--- config.mk ---
export PLATFORM = sky130hd
export DESIGN_NAME = fetch_sequencer
export DESIGN_NICKNAME = d
export VERILOG_FILES = /design/src/rtl/riscv_pkg.sv /design/src/rtl/pc_next_calc.sv /design/src/rtl/fetch_sequencer.sv
export SDC_FILE = /design/constraint.sdc
export NUM_CORES = 1
export LEC_CHECK = 0
export CAP_MARGIN = 40
export CORE_MARGIN = 5
export CORE_UTILIZATION = 38
export CTS_CLUSTER_DIAMETER = 50
export DETAILED_ROUTE_END_ITERATION = 16
export GPL_TIMING_DRIVEN = 0
export HOLD_SLACK_MARGIN = 0.05
export PLACE_DENSITY = 0.67
export SKIP_CTS_REPAIR_TIMING = 1
export SYNTH_ARGS = -nofsm -noshare
export SYNTH_HDL_FRONTEND = slang
export SYNTH_HIERARCHICAL = 1
export SYNTH_SLANG_ARGS = --single-unit
--- constraint.sdc ---
create_clock -name clk -period 4.5 [get_ports clk]
set_input_delay 1.125 -clock clk [delete_from_list [all_inputs] [get_ports clk]]
set_output_delay 1.125 -clock clk [all_outputs]
set_load 0.005 [all_outputs]
--- src/rtl/riscv_pkg.sv ---
// Shared types and constants for the RV32I fetch path.
package riscv_pkg;

  // Fetch controller states; 3-bit encoding leaves room for a later pipelined stage.
  typedef enum logic [2:0] {
    ST_RESET  = 3'd0,
    ST_FETCH  = 3'd1,
    ST_WAIT   = 3'd2,
    ST_ISSUE  = 3'd3,
    ST_HALTED = 3'd4,
    ST_ERROR  = 3'd5
  } fetch_state_t;

  // Every RV32I instruction is one 32-bit word.
  localparam int         INSTR_BYTES = 4;
  // Address bits that must be zero for a word-aligned fetch target.
  localparam logic [1:0] ALIGN_MASK  = 2'b11;

  // True when the two low address bits would make a fetch target non-word-aligned.
  function automatic logic is_misaligned(input logic [1:0] addr_lsbs);
    return (addr_lsbs & ALIGN_MASK) != 2'b00;
  endfunction

endpackage

--- src/rtl/pc_next_calc.sv ---
// Next-PC selection: sequential (pc + 4) or taken branch (pc + imm_op),
// plus a flag for a non-word-aligned result. Purely combinational so a
// pipelined fetch stage can reuse it unchanged.
module pc_next_calc
  import riscv_pkg::*;
#(
  parameter int DATA_WIDTH = 32
) (
  input  logic [DATA_WIDTH-1:0] pc,
  input  logic [DATA_WIDTH-1:0] imm_op,
  input  logic                  pcsrc,
  output logic [DATA_WIDTH-1:0] next_pc,
  output logic                  misalign
);

  logic [DATA_WIDTH-1:0] seq_pc;
  logic [DATA_WIDTH-1:0] branch_pc;

  // Both candidates wrap modulo 2^DATA_WIDTH; overflow is not an error.
  always_comb begin
    seq_pc    = pc + DATA_WIDTH'(INSTR_BYTES);
    branch_pc = pc + imm_op;
    next_pc   = pcsrc ? branch_pc : seq_pc;
    misalign  = is_misaligned(next_pc[1:0]);
  end

endmodule

--- src/rtl/fetch_sequencer.sv ---
// Multi-cycle instruction fetch controller. Owns the PC, issues one memory
// request per instruction, holds the returned word in an instruction register
// until decode accepts it, then applies the branch decision and moves on.
module fetch_sequencer
  import riscv_pkg::*;
#(
  parameter int                    DATA_WIDTH = 32,
  parameter logic [DATA_WIDTH-1:0] RESET_PC   = '0,
  parameter int                    CNT_WIDTH  = 16
) (
  input  logic                  clk,
  input  logic                  rst,
  output logic                  imem_req,
  output logic [DATA_WIDTH-1:0] imem_addr,
  input  logic                  imem_rvalid,
  input  logic [DATA_WIDTH-1:0] imem_rdata,
  output logic                  instr_valid,
  input  logic                  instr_ready,
  output logic [DATA_WIDTH-1:0] instr,
  output logic [DATA_WIDTH-1:0] pc,
  input  logic                  pcsrc,
  input  logic [DATA_WIDTH-1:0] imm_op,
  input  logic                  halt,
  output logic                  halted,
  output logic                  err_misalign,
  output logic [CNT_WIDTH-1:0]  retired_count
);

  fetch_state_t          state;
  fetch_state_t          state_nxt;
  logic                  accept;
  logic                  capture;
  logic [DATA_WIDTH-1:0] next_pc;
  logic                  next_misalign;

  // The fetch address is always the current PC; imem_req qualifies it.
  assign imem_addr = pc;

  pc_next_calc #(
    .DATA_WIDTH(DATA_WIDTH)
  ) u_pc_next_calc (
    .pc      (pc),
    .imm_op  (imm_op),
    .pcsrc   (pcsrc),
    .next_pc (next_pc),
    .misalign(next_misalign)
  );

  // Next-state decision; accept and capture are only meaningful in their own states.
  always_comb begin
    // NOTE: every signal gets a default first so no path leaves it unassigned (no latch).
    state_nxt = state;
    accept    = (state == ST_ISSUE) && instr_ready;
    capture   = (state == ST_WAIT) && imem_rvalid;
    case (state)
      ST_RESET:  state_nxt = ST_FETCH;
      ST_FETCH:  state_nxt = ST_WAIT;
      ST_WAIT:   if (imem_rvalid) state_nxt = ST_ISSUE;
      ST_ISSUE: begin
        if (accept) begin
          if (next_misalign) state_nxt = ST_ERROR;
          else if (halt)     state_nxt = ST_HALTED;
          else               state_nxt = ST_FETCH;
        end
      end
      ST_HALTED: if (!halt) state_nxt = ST_FETCH;
      ST_ERROR:  state_nxt = ST_ERROR;
      default:   state_nxt = ST_ERROR;
    endcase
  end

  // All architectural state and the registered handshake outputs, updated together.
  always_ff @(posedge clk or posedge rst) begin
    if (rst) begin
      state         <= ST_RESET;
      pc            <= RESET_PC;
      // NOTE: instr is a single datapath register visible on a port, so it is reset
      // to a known zero; a storage array would be left unreset instead.
      instr         <= '0;
      imem_req      <= 1'b0;
      instr_valid   <= 1'b0;
      halted        <= 1'b0;
      err_misalign  <= 1'b0;
      retired_count <= '0;
    end else begin
      // NOTE: non-blocking assignments so every register samples pre-edge values.
      state       <= state_nxt;
      imem_req    <= (state_nxt == ST_FETCH);
      instr_valid <= (state_nxt == ST_ISSUE);
      halted      <= (state_nxt == ST_HALTED);
      if (capture) begin
        instr <= imem_rdata;
      end
      if (accept) begin
        pc            <= next_pc;
        retired_count <= retired_count + CNT_WIDTH'(1);
        if (next_misalign) begin
          err_misalign <= 1'b1;
        end
      end
    end
  end

endmodule

==> run_results.csv, run 1 <==
group,metric,value,unit
detailed_routing,postRouteAntennaNets,0,
detailed_routing,drt-pass1-iter-count,5,
critical_path,reg2regPathDepth,12,
critical_path,cpMostUsedCell,"nand2_1",
detailed_routing,drc,0,
cells_and_area,drive_above_1_share,0.0892,
critical_path,crit_cells,13,
global_route,grt_max_degree,62,
logic_synthesis,ys_top_cells_by_count,"nand2_1 (147), dfrtp_1 (87), a21oi_1 (46)",
cells_and_area,fin_nets,996,
cells_and_area,areaGrowthSynthToFinish,40.6,%
detailed_routing,drt_wl_total,17900,um
critical_path,start_kind,"primary input",
critical_path,crit_path_max_fanout,6,
floorplan,dieWidth,137,um
logic_synthesis,syn-instance-count,696,
logic_synthesis,synth_cell_types,62,
cells_and_area,fin_util,0.544,
logic_synthesis,yosysMostFrequentCell,"nand2_1",
floorplan,pin_count,186,
detailed_routing,drt_iter0_drc,322,
critical_path,r2r-start,"imem_addr[0]$_DFFE_PP0N_",
critical_path,path_delay_family,"compound AO/OA/AOI/OAI gates",
floorplan,rows,46,
logic_synthesis,synth.avg_cell_area,8.83,sq um
placed_design,gp_congestion,0.871,
global_route,grt_pass1_vias,5682,
critical_path,slowest_delay,0.48,ns
timing,tightest_slew,0.722,ns
floorplan,start_util,0.387,
critical_path,cp.required,4.74,ns
floorplan,dieArea,18800,sq um
clock_tree,root_buffer,"clkbuf_16",
logic_synthesis,synth_area,6140,sq um
timing,finalSetupViolCount,0,
logic_synthesis,ys_warn_count,6,
critical_path,slowest_stage,"a2111oi_4",
cells_and_area,diodes,0,
flow_run,maxCapViolations,0,
critical_path,crit_chain,"clkdlybuf4s50_1 -> ha_1 -> fa_1 -> a211oi_2 -> o21bai_1 -> o2111ai_2 -> a21oi_2 -> a2111oi_4 -> o31ai_1 -> a2111oi_1 -> a221oi_1 -> nand2_1 -> nand2_1",
clock_tree,numCtsBuffers,9,
pwr,total_power,5.40,mW
critical_path,cp.arrival,4.42,ns
logic_synthesis,synth_seq_cells,87,
global_route,grt_pass1_wl,28200,um
critical_path,startpoint,"imm_op[0]",
logic_synthesis,synth_top_area_cell,"dfrtp_1",
detailed_routing,vias,5633,
clock_tree,cts_tree,"done",
critical_path,r2r_end,"imem_addr[30]$_DFFE_PP0N_",
logic_synthesis,synth_edf_count,0,
critical_path,path_class,"in -> reg",
timing,period_needed,4.18,ns
pwr,max-vdd-ir-drop,0.256,mV
timing,max_freq,239,MHz
floorplan,die_y,137,um
clock_tree,cts_sinks,87,
clock_tree,clkLatencyLatePin,0.34,ns
timing,finalHoldViolCount,0,
placed_design,post-place-ws,-0.104,ns
critical_path,path_buf_inv,1,
logic_synthesis,async_flop_share,1.00,
placed_design,port-buffer-count,184,
status,status,"complete, no violations",
timing,grt_setup_unrepaired,"no",
pwr,powerDensity,626,nW/um^2
global_route,grt_usage,0.189,
worst_hold_path,holdCritPathClass,"reg -> reg",
global_route,grt_overflow,0,
detailed_routing,wl_per_cell,16.1,um
clock_tree,htree_levels,3,
global_route,antenna_found_initial,0,
pwr,leakage,3.82,nW
detailed_routing,via_per_inst,5.06,
logic_synthesis,seq_area_frac_synth,0.354,
timing,fin_skew,0.00811,ns
logic_synthesis,synthFlopType,"dfrtp_1",
timing,fin_crit_sh,0.929,
logic_synthesis,syn_nets,800,
timing,slew_headroom,0.519,
logic_synthesis,synth_top_cell_area_share,0.354,
clock_tree,cts.path.max_buffers,2,
logic_synthesis,ys_top_cells_by_area,"dfrtp_1 (35%), nand2_1 (9.0%), ha_1 (6.7%), xnor2_1 (6.1%), mux2_1 (5.5%)",
critical_path,end_kind,"register",
placed_design,dp_hpwl,13800,um
timing,layout_setup_ws,0.319,ns
critical_path,crit_end,"imem_addr[30]$_DFFE_PP0N_",
clock_tree,clk_pin_slew,0.07,ns
timing,slew_viol_final,0,
timing,fin_tns_setup,0,ns
floorplan,core,15900,sq um
critical_path,r2r_setup_slack,1.05,ns
## power by group
group	total, mW	switching, mW	leakage (nW)	internal (mW)
logic	3.04	1.31	2.57	1.72
registers	1.47	0.375	1.08	1.10
clock network	0.894	0.343	0.169	0.551
## worst min path at each step
stage                                to                     start  slack, ns  cells past startpoint
2_1_floorplan  err_misalign$_DFFE_PP0P_  err_misalign$_DFFE_PP0P_       0.45                      1
3_3_place_gp   err_misalign$_DFFE_PP0P_  err_misalign$_DFFE_PP0P_       0.44                      1
3_5_place_dp   err_misalign$_DFFE_PP0P_  err_misalign$_DFFE_PP0P_       0.46                      1
4_1_cts        err_misalign$_DFFE_PP0P_  err_misalign$_DFFE_PP0P_       0.48                      1
5_1_grt            instr[6]$_DFFE_PP0P_      instr[6]$_DFFE_PP0P_       0.50                      1
6_report       err_misalign$_DFFE_PP0P_  err_misalign$_DFFE_PP0P_       0.47                      1
## per-stage QoR
step | area [sq um] | hold slack, ns | std cells
after floorplan | 6140 | 0.451 | 696
after detailed placement | 8290 | 0.463 | 1097
final | 8640 | 0.469 | 1113
after CTS | 8640 | 0.479 | 1113
after global routing | 8640 | 0.497 | 1113
after global placement | 8260 | 0.442 | 1096
## worst reg2reg max path, delay by kind of cell, from the launching register on
family,cells,cell delay [ns]
flip-flops,1,0.45
adder cells (fa/ha/maj),2,0.72
AO/OA/AOI/OAI,8,2.04
AND/OR/NAND/NOR,2,0.15
## area by class of cell
class	instances	area [sq um]
fillers	1499	7250
repair buffers	185	1870
multi-input cells	536	3540
well taps	216	270
plain buffers	58	372
inverters	15	58.8
clock inverters	7	126
flip-flops and latches	87	2180
clock buffers	9	225
## kinds of logic after synthesis
family,after synthesis,synth area share
AO/OA/AOI/OAI,134,0.142
flip-flops,87,0.354
adder cells (fa/ha/maj),34,0.0705
AND/OR/NAND/NOR,265,0.201
buffers and inverters,73,0.0696
XOR/XNOR,67,0.0967
multiplexers,36,0.0660
## layer usage
metal,GRT usage,share of wire,up-vias
met2,0.321,0.46,196
met1,0.240,0.45,2642
met3,0.0404,0.078,19
met4,0.0593,0.014,0
met5,0,0,-
li1,-,-,2776
## state kept, by name, indices dropped and copies added, names as in the netlist
signal / cells
imem_addr: 32
instr: 32
retired_count: 16
state: 3
err_misalign: 1
halted: 1
imem_req: 1
instr_valid: 1
## cells in the final DEF (no fill, tap or decap), types with 3 or more instances in the layout
| cell type | Yosys | routed |
|---|---|---|
| xnor2_1 | 43 | 43 |
| clkbuf_16 | 0 | 9 |
| a21o_1 | 13 | 13 |
| nor2_1 | 35 | 35 |
| xor2_1 | 23 | 23 |
| buf_4 | 39 | 39 |
| nand4_1 | 11 | 11 |
| inv_1 | 15 | 14 |
| nand3_1 | 21 | 21 |
| a31oi_1 | 4 | 4 |
| o21bai_1 | 7 | 7 |
| o21ai_0 | 27 | 27 |
| a211oi_1 | 5 | 5 |
| nor3_1 | 9 | 9 |
| clkdlybuf4s50_1 | 0 | 184 |
| bufinv_16 | 0 | 3 |
| and4_1 | 4 | 4 |
| dfrtp_1 | 87 | 87 |
| and3_1 | 11 | 11 |
| or2_2 | 4 | 4 |
| buf_1 | 3 | 3 |
| a21oi_1 | 46 | 46 |
| ha_1 | 33 | 33 |
| nand2b_1 | 6 | 6 |
| o21ai_1 | 3 | 3 |
| and2_1 | 3 | 3 |
| mux2_1 | 30 | 30 |
| nand2_1 | 147 | 147 |
| mux2_2 | 6 | 6 |
| clkbuf_1 | 15 | 15 |
No activity file was read; power rests on OpenSTA's default activity.
==> run 2: changes to the inputs <==
--- a/config.mk
+++ b/config.mk
@@ -7,12 +7,12 @@
 export LEC_CHECK = 0
 export CAP_MARGIN = 40
 export CORE_MARGIN = 5
-export CORE_UTILIZATION = 38
+export CORE_UTILIZATION = 45
 export CTS_CLUSTER_DIAMETER = 50
 export DETAILED_ROUTE_END_ITERATION = 16
 export GPL_TIMING_DRIVEN = 0
 export HOLD_SLACK_MARGIN = 0.05
-export PLACE_DENSITY = 0.67
+export PLACE_DENSITY = 0.77
 export SKIP_CTS_REPAIR_TIMING = 1
 export SYNTH_ARGS = -nofsm -noshare
 export SYNTH_HDL_FRONTEND = slang
==> run 2 against run 1 <==
  * Clock power shrank 13%
  * Via count grew 0.30%
  * Clock-buffer cell count grew 1
  * Non-clock buffer count is the same
  * First-iteration DRC count shrank 2.2%
  * Worst setup slack lost 0.0024 ns
  * Cell area shrank 1.1%
  * Cell count shrank 3.6%
==> run_results.csv, run 2 (same netlist as run 1, synthesis figures left out) <==
group,metric,value,unit
clock_tree,htree_levels,3,
critical_path,startpoint,"imm_op[0]",
detailed_routing,drc,0,
floorplan,start_util,0.462,
timing,grt_setup_unrepaired,"no",
detailed_routing,drt-pass1-iter-count,4,
pwr,max-vdd-ir-drop,0.329,mV
timing,slew_viol_final,0,
placed_design,dp_cells,1057,
timing,period_needed,4.18,ns
pwr,leakage,3.80,nW
worst_hold_path,hold_end,"err_misalign$_DFFE_PP0P_",
clock_tree,clkLatencyLatePin,0.34,ns
timing,slew_headroom,0.525,
critical_path,path_class,"in -> reg",
cells_and_area,final_cell_mix,"clkdlybuf4s50_1 (184), nand2_1 (147), dfrtp_1 (87)",
clock_tree,clk_pin_slew,0.07,ns
detailed_routing,drt_wl_total,17300,um
timing,max_freq,239,MHz
detailed_routing,via_per_inst,5.27,
clock_tree,cts_tree,"done",
status,status,"complete, no violations",
cells_and_area,design_area,8540,sq um
clock_tree,cts_sinks,87,
critical_path,crit_path_max_fanout,6,
floorplan,dieWidth,127,um
clock_tree,cts.path.max_buffers,2,
placed_design,gp_congestion,0.901,
global_route,grt_max_degree,48,
cells_and_area,diodes,0,
critical_path,cp.required,4.74,ns
placed_design,port-buffer-count,184,
cells_and_area,mostFrequentLayoutCell,"clkdlybuf4s50_1",
timing,finalSetupViolCount,0,
critical_path,start_kind,"primary input",
floorplan,dieArea,16100,sq um
timing,tightest_slew,0.712,ns
timing,fin_skew,0.00845,ns
cells_and_area,layout.cells.non_filler,1073,
pwr,powerDensity,618,nW/um^2
critical_path,cp.arrival,4.42,ns
cells_and_area,multi_input_area,3540,sq um
cells_and_area,areaGrowthSynthToFinish,39.0,%
floorplan,rows,42,
global_route,grt_overflow,0,
global_route,grt_usage,0.214,
worst_hold_path,hold_depth,1,
detailed_routing,wl_per_cell,16.1,um
cells_and_area,fillers,1116,
cells_and_area,fin_nets,996,
detailed_routing,vias,5650,
global_route,grt_pass1_wl,28000,um
placed_design,place_area,8240,sq um
timing,holdWs,0.472,ns
cells_and_area,drive_above_1_share,0.0892,
global_route,grt_pass1_vias,5559,
timing,finalHoldViolCount,0,
critical_path,r2r_end,"imem_addr[30]$_DFFE_PP0N_",
timing,fin_tns_setup,0,ns
critical_path,end_kind,"register",
floorplan,die_y,127,um
clock_tree,root_buffer,"clkbuf_16",
detailed_routing,postRouteAntennaNets,0,
floorplan,pin_count,186,
global_route,antenna_found_initial,0,
clock_tree,numCtsBuffers,9,
floorplan,core,13300,sq um
worst_hold_path,worstHoldStart,"err_misalign$_DFFE_PP0P_",
detailed_routing,drt_iter0_drc,315,
critical_path,reg2regPathDepth,12,
worst_hold_path,holdCritPathClass,"reg -> reg",
cells_and_area,ff_latch_area,2180,sq um
placed_design,dp_hpwl,13200,um
critical_path,r2r_setup_slack,1.00,ns
critical_path,r2r-start,"imem_addr[0]$_DFFE_PP0N_",
timing,fin_crit_sh,0.930,
flow_run,maxCapViolations,0,
run 2: cell types whose count changed in the layout (fill, tap and decap cells not counted):
cell        change
clkbuf_8        +1
a2111oi_0       +1
inv_8           -1
inv_6           +1
clkinv_2        +2
a2111oi_1       -1
clkinvlp_4      -1
bufinv_16       -2
run 2: worst max path at each step:
stage	slack, ns	end	depth (start not counted)
after floorplan	0.78	imem_addr[28]$_DFFE_PP0N_	12
after global placement	-0.29	imem_addr[18]$_DFFE_PP0N_	2
after detailed placement	-0.01	imem_addr[30]$_DFFE_PP0N_	13
after CTS	0.37	imem_addr[30]$_DFFE_PP0N_	13
after global routing	0.18	imem_addr[30]$_DFFE_PP0N_	13
final	0.32	imem_addr[30]$_DFFE_PP0N_	13
run 2: layout make-up:
cell class,count,share of cell area
multi-input combinational,536,0.414
sequential,87,0.255
timing repair buffer,185,0.219
buffer,58,0.0435
clock buffer,10,0.0280
tap,176,0.0258
clock inverter,6,0.00776
inverter,15,0.00688
run 2: critical path, cell delays in order:
cell	delay, ns
clkdlybuf4s50_1	0.40
ha_1	0.23
fa_1	0.45
a211oi_2	0.27
o21bai_1	0.16
o2111ai_2	0.25
a21oi_2	0.17
a2111oi_4	0.51
o31ai_1	0.19
a2111oi_0	0.43
a221oi_1	0.09
nand2_1	0.10
nand2_1	0.05
run 2: report_power, final:
part | internal (mW) | switching (mW)
sequential | 1.10 | 0.364
combinational | 1.72 | 1.31
clock | 0.450 | 0.333
run 2: through the flow:
stage | util | power (mW) | setup slack (ns)
4_1_cts | 0.642 | 5.32 | 0.373
6_report | 0.642 | 5.28 | 0.316
2_1_floorplan | - | 3.17 | 0.782
5_1_grt | 0.642 | 5.70 | 0.180
3_5_place_dp | 0.620 | 4.50 | -0.00967
3_3_place_gp | 0.617 | 4.44 | -0.285
run 2: metal layers:
layer  GRT usage  vias to the layer above  wire length, um
met5           0                        -                0
met4      0.0858                        0              404
met3      0.0412                       26             1160
met2       0.348                      197             7870
met1       0.282                     2633             7880
li1            -                     2794                -
==> run 3: changes to the inputs <==
--- a/config.mk
+++ b/config.mk
@@ -7,12 +7,12 @@
 export LEC_CHECK = 0
 export CAP_MARGIN = 40
 export CORE_MARGIN = 5
-export CORE_UTILIZATION = 45
+export CORE_UTILIZATION = 52
 export CTS_CLUSTER_DIAMETER = 50
 export DETAILED_ROUTE_END_ITERATION = 16
 export GPL_TIMING_DRIVEN = 0
 export HOLD_SLACK_MARGIN = 0.05
-export PLACE_DENSITY = 0.77
+export PLACE_DENSITY = 0.87
 export SKIP_CTS_REPAIR_TIMING = 1
 export SYNTH_ARGS = -nofsm -noshare
 export SYNTH_HDL_FRONTEND = slang
==> run 3 against run 2 <==
  * Total power decreased by 0.32%
  * Global-route usage rose by 3.0 points
  * Sequential share of layout area is 0.14 points higher
  * Clock skew is 0.00091 ns lower
  * Sequential power about the same
  * Hold slack got worse by 0.0047 ns
  * Sequential cell count did not move
  * Via count is 0.74% higher
  * Largest power group unchanged
  * Non-clock buffer count unchanged
==> run_results.csv, run 3 (same netlist as run 1, synthesis figures left out) <==
group,metric,value,unit
status,status,"complete, no violations",
timing,fin_crit_sh,0.938,
timing,fin_skew,0.00755,ns
cells_and_area,final_cell_mix,"clkdlybuf4s50_1 (184), nand2_1 (147), dfrtp_1 (87)",
critical_path,path_delay_family,"compound AO/OA/AOI/OAI gates",
floorplan,die_y,119,um
timing,slew_headroom,0.547,
placed_design,dp_cells,1024,
critical_path,reg2regPathDepth,12,
critical_path,crit_cells,13,
detailed_routing,drt_wl_total,17200,um
timing,finalHoldViolCount,0,
detailed_routing,postRouteAntennaNets,0,
global_route,grt_max_degree,57,
critical_path,crit_path_max_fanout,6,
cells_and_area,ff_latch_area,2180,sq um
floorplan,pin_count,186,
floorplan,start_util,0.534,
critical_path,slowest_stage,"a2111oi_4",
detailed_routing,wl_per_cell,16.6,um
critical_path,slowest_delay,0.56,ns
cells_and_area,multi_input_area,3540,sq um
cells_and_area,fin_nets,996,
critical_path,cp.required,4.73,ns
cells_and_area,areaGrowthSynthToFinish,38.2,%
pwr,leakage,3.80,nW
floorplan,core,11500,sq um
clock_tree,cts_tree,"done",
timing,fin_tns_setup,0,ns
timing,period_needed,4.22,ns
detailed_routing,drc,0,
detailed_routing,vias,5692,
timing,finalSetupViolCount,0,
detailed_routing,via_per_inst,5.47,
cells_and_area,mostFrequentLayoutCell,"clkdlybuf4s50_1",
detailed_routing,drt_iter0_drc,291,
critical_path,start_kind,"primary input",
timing,tightest_slew,0.679,ns
timing,slew_viol_final,0,
placed_design,gp_congestion,0.952,
global_route,grt_overflow,0,
worst_hold_path,holdCritPathClass,"reg -> reg",
critical_path,end_kind,"register",
cells_and_area,diodes,0,
global_route,grt_usage,0.244,
critical_path,path_buf_inv,1,
pwr,max-vdd-ir-drop,0.326,mV
critical_path,path_class,"in -> reg",
global_route,grt_pass1_vias,5573,
timing,max_freq,237,MHz
critical_path,cp.arrival,4.45,ns
clock_tree,clk_pin_slew,0.07,ns
placed_design,port-buffer-count,184,
cells_and_area,layout.cells.non_filler,1040,
flow_run,maxCapViolations,0,
global_route,grt_pass1_wl,28400,um
clock_tree,numCtsBuffers,9,
critical_path,crit_chain,"clkdlybuf4s50_1 -> ha_1 -> fa_1 -> a211oi_2 -> o21bai_1 -> o2111ai_2 -> a21oi_2 -> a2111oi_4 -> o31ai_1 -> a2111oi_0 -> a221oi_1 -> nand2_1 -> nand2_1",
cells_and_area,fillers,812,
clock_tree,cts.path.max_buffers,2,
clock_tree,clkLatencyLatePin,0.34,ns
clock_tree,htree_levels,3,
floorplan,rows,39,
floorplan,dieArea,14100,sq um
cells_and_area,drive_above_1_share,0.0892,
global_route,antenna_found_initial,0,
critical_path,cpMostUsedCell,"nand2_1",
clock_tree,root_buffer,"clkbuf_16",
worst_hold_path,hold_depth,1,
clock_tree,cts_sinks,87,
timing,grt_setup_unrepaired,"no",
floorplan,dieWidth,119,um
detailed_routing,drt-pass1-iter-count,4,
placed_design,dp_hpwl,13300,um
pwr,powerDensity,619,nW/um^2
[run 3: through the flow]
step,util,hold WS (ns),power (mW),setup slack [ns],cell area (sq um)
global placement,0.709,0.440,4.43,-0.242,8170
CTS,0.738,0.478,5.28,0.334,8490
global route,0.738,0.489,5.67,0.121,8490
floorplan,-,0.451,3.17,0.782,6140
detailed placement,0.712,0.463,4.52,-0.00826,8200
finish,0.738,0.468,5.26,0.281,8490
[run 3: per-layer routing]
metal  global-route usage  routed length, um
met1                0.316               7520
met2                0.413               8290
met3               0.0568               1080
met4               0.0659                343
met5                    0                  0
[run 3: report_power, final]
group / total, mW / internal (mW) / switching [mW]
logic: 3.06 / 1.72 / 1.34
registers: 1.46 / 1.10 / 0.359
clock network: 0.740 / 0.392 / 0.348
[run 3: layout make-up]
| cell class | instances | share of cell area |
|---|---|---|
| Clock inverter | 7 | 0.00869 |
| Tap cell | 143 | 0.0211 |
| Buffer | 58 | 0.0437 |
| Timing Repair Buffer | 185 | 0.220 |
| Clock buffer | 9 | 0.0265 |
| Sequential cell | 87 | 0.256 |
| Multi-Input combinational cell | 536 | 0.417 |
| Inverter | 15 | 0.00692 |
[run 3: worst paths after layout]
| check | end | from | slack [ns] |
|---|---|---|---|
| worst max-delay path | imem_addr[30]$_DFFE_PP0N_ | imm_op[0] | 0.28 |
| worst min-delay path | err_misalign$_DFFE_PP0P_ | err_misalign$_DFFE_PP0P_ | 0.47 |
| worst max register to register | imem_addr[30]$_DFFE_PP0N_ | imem_addr[0]$_DFFE_PP0N_ | 1.00 |
| worst min register to register | err_misalign$_DFFE_PP0P_ | err_misalign$_DFFE_PP0P_ | 0.47 |
| max in group asynchronous | imem_addr[22]$_DFFE_PP0N_ | rst | 2.73 |
| min in group asynchronous | instr[0]$_DFFE_PP0P_ | rst | 1.15 |
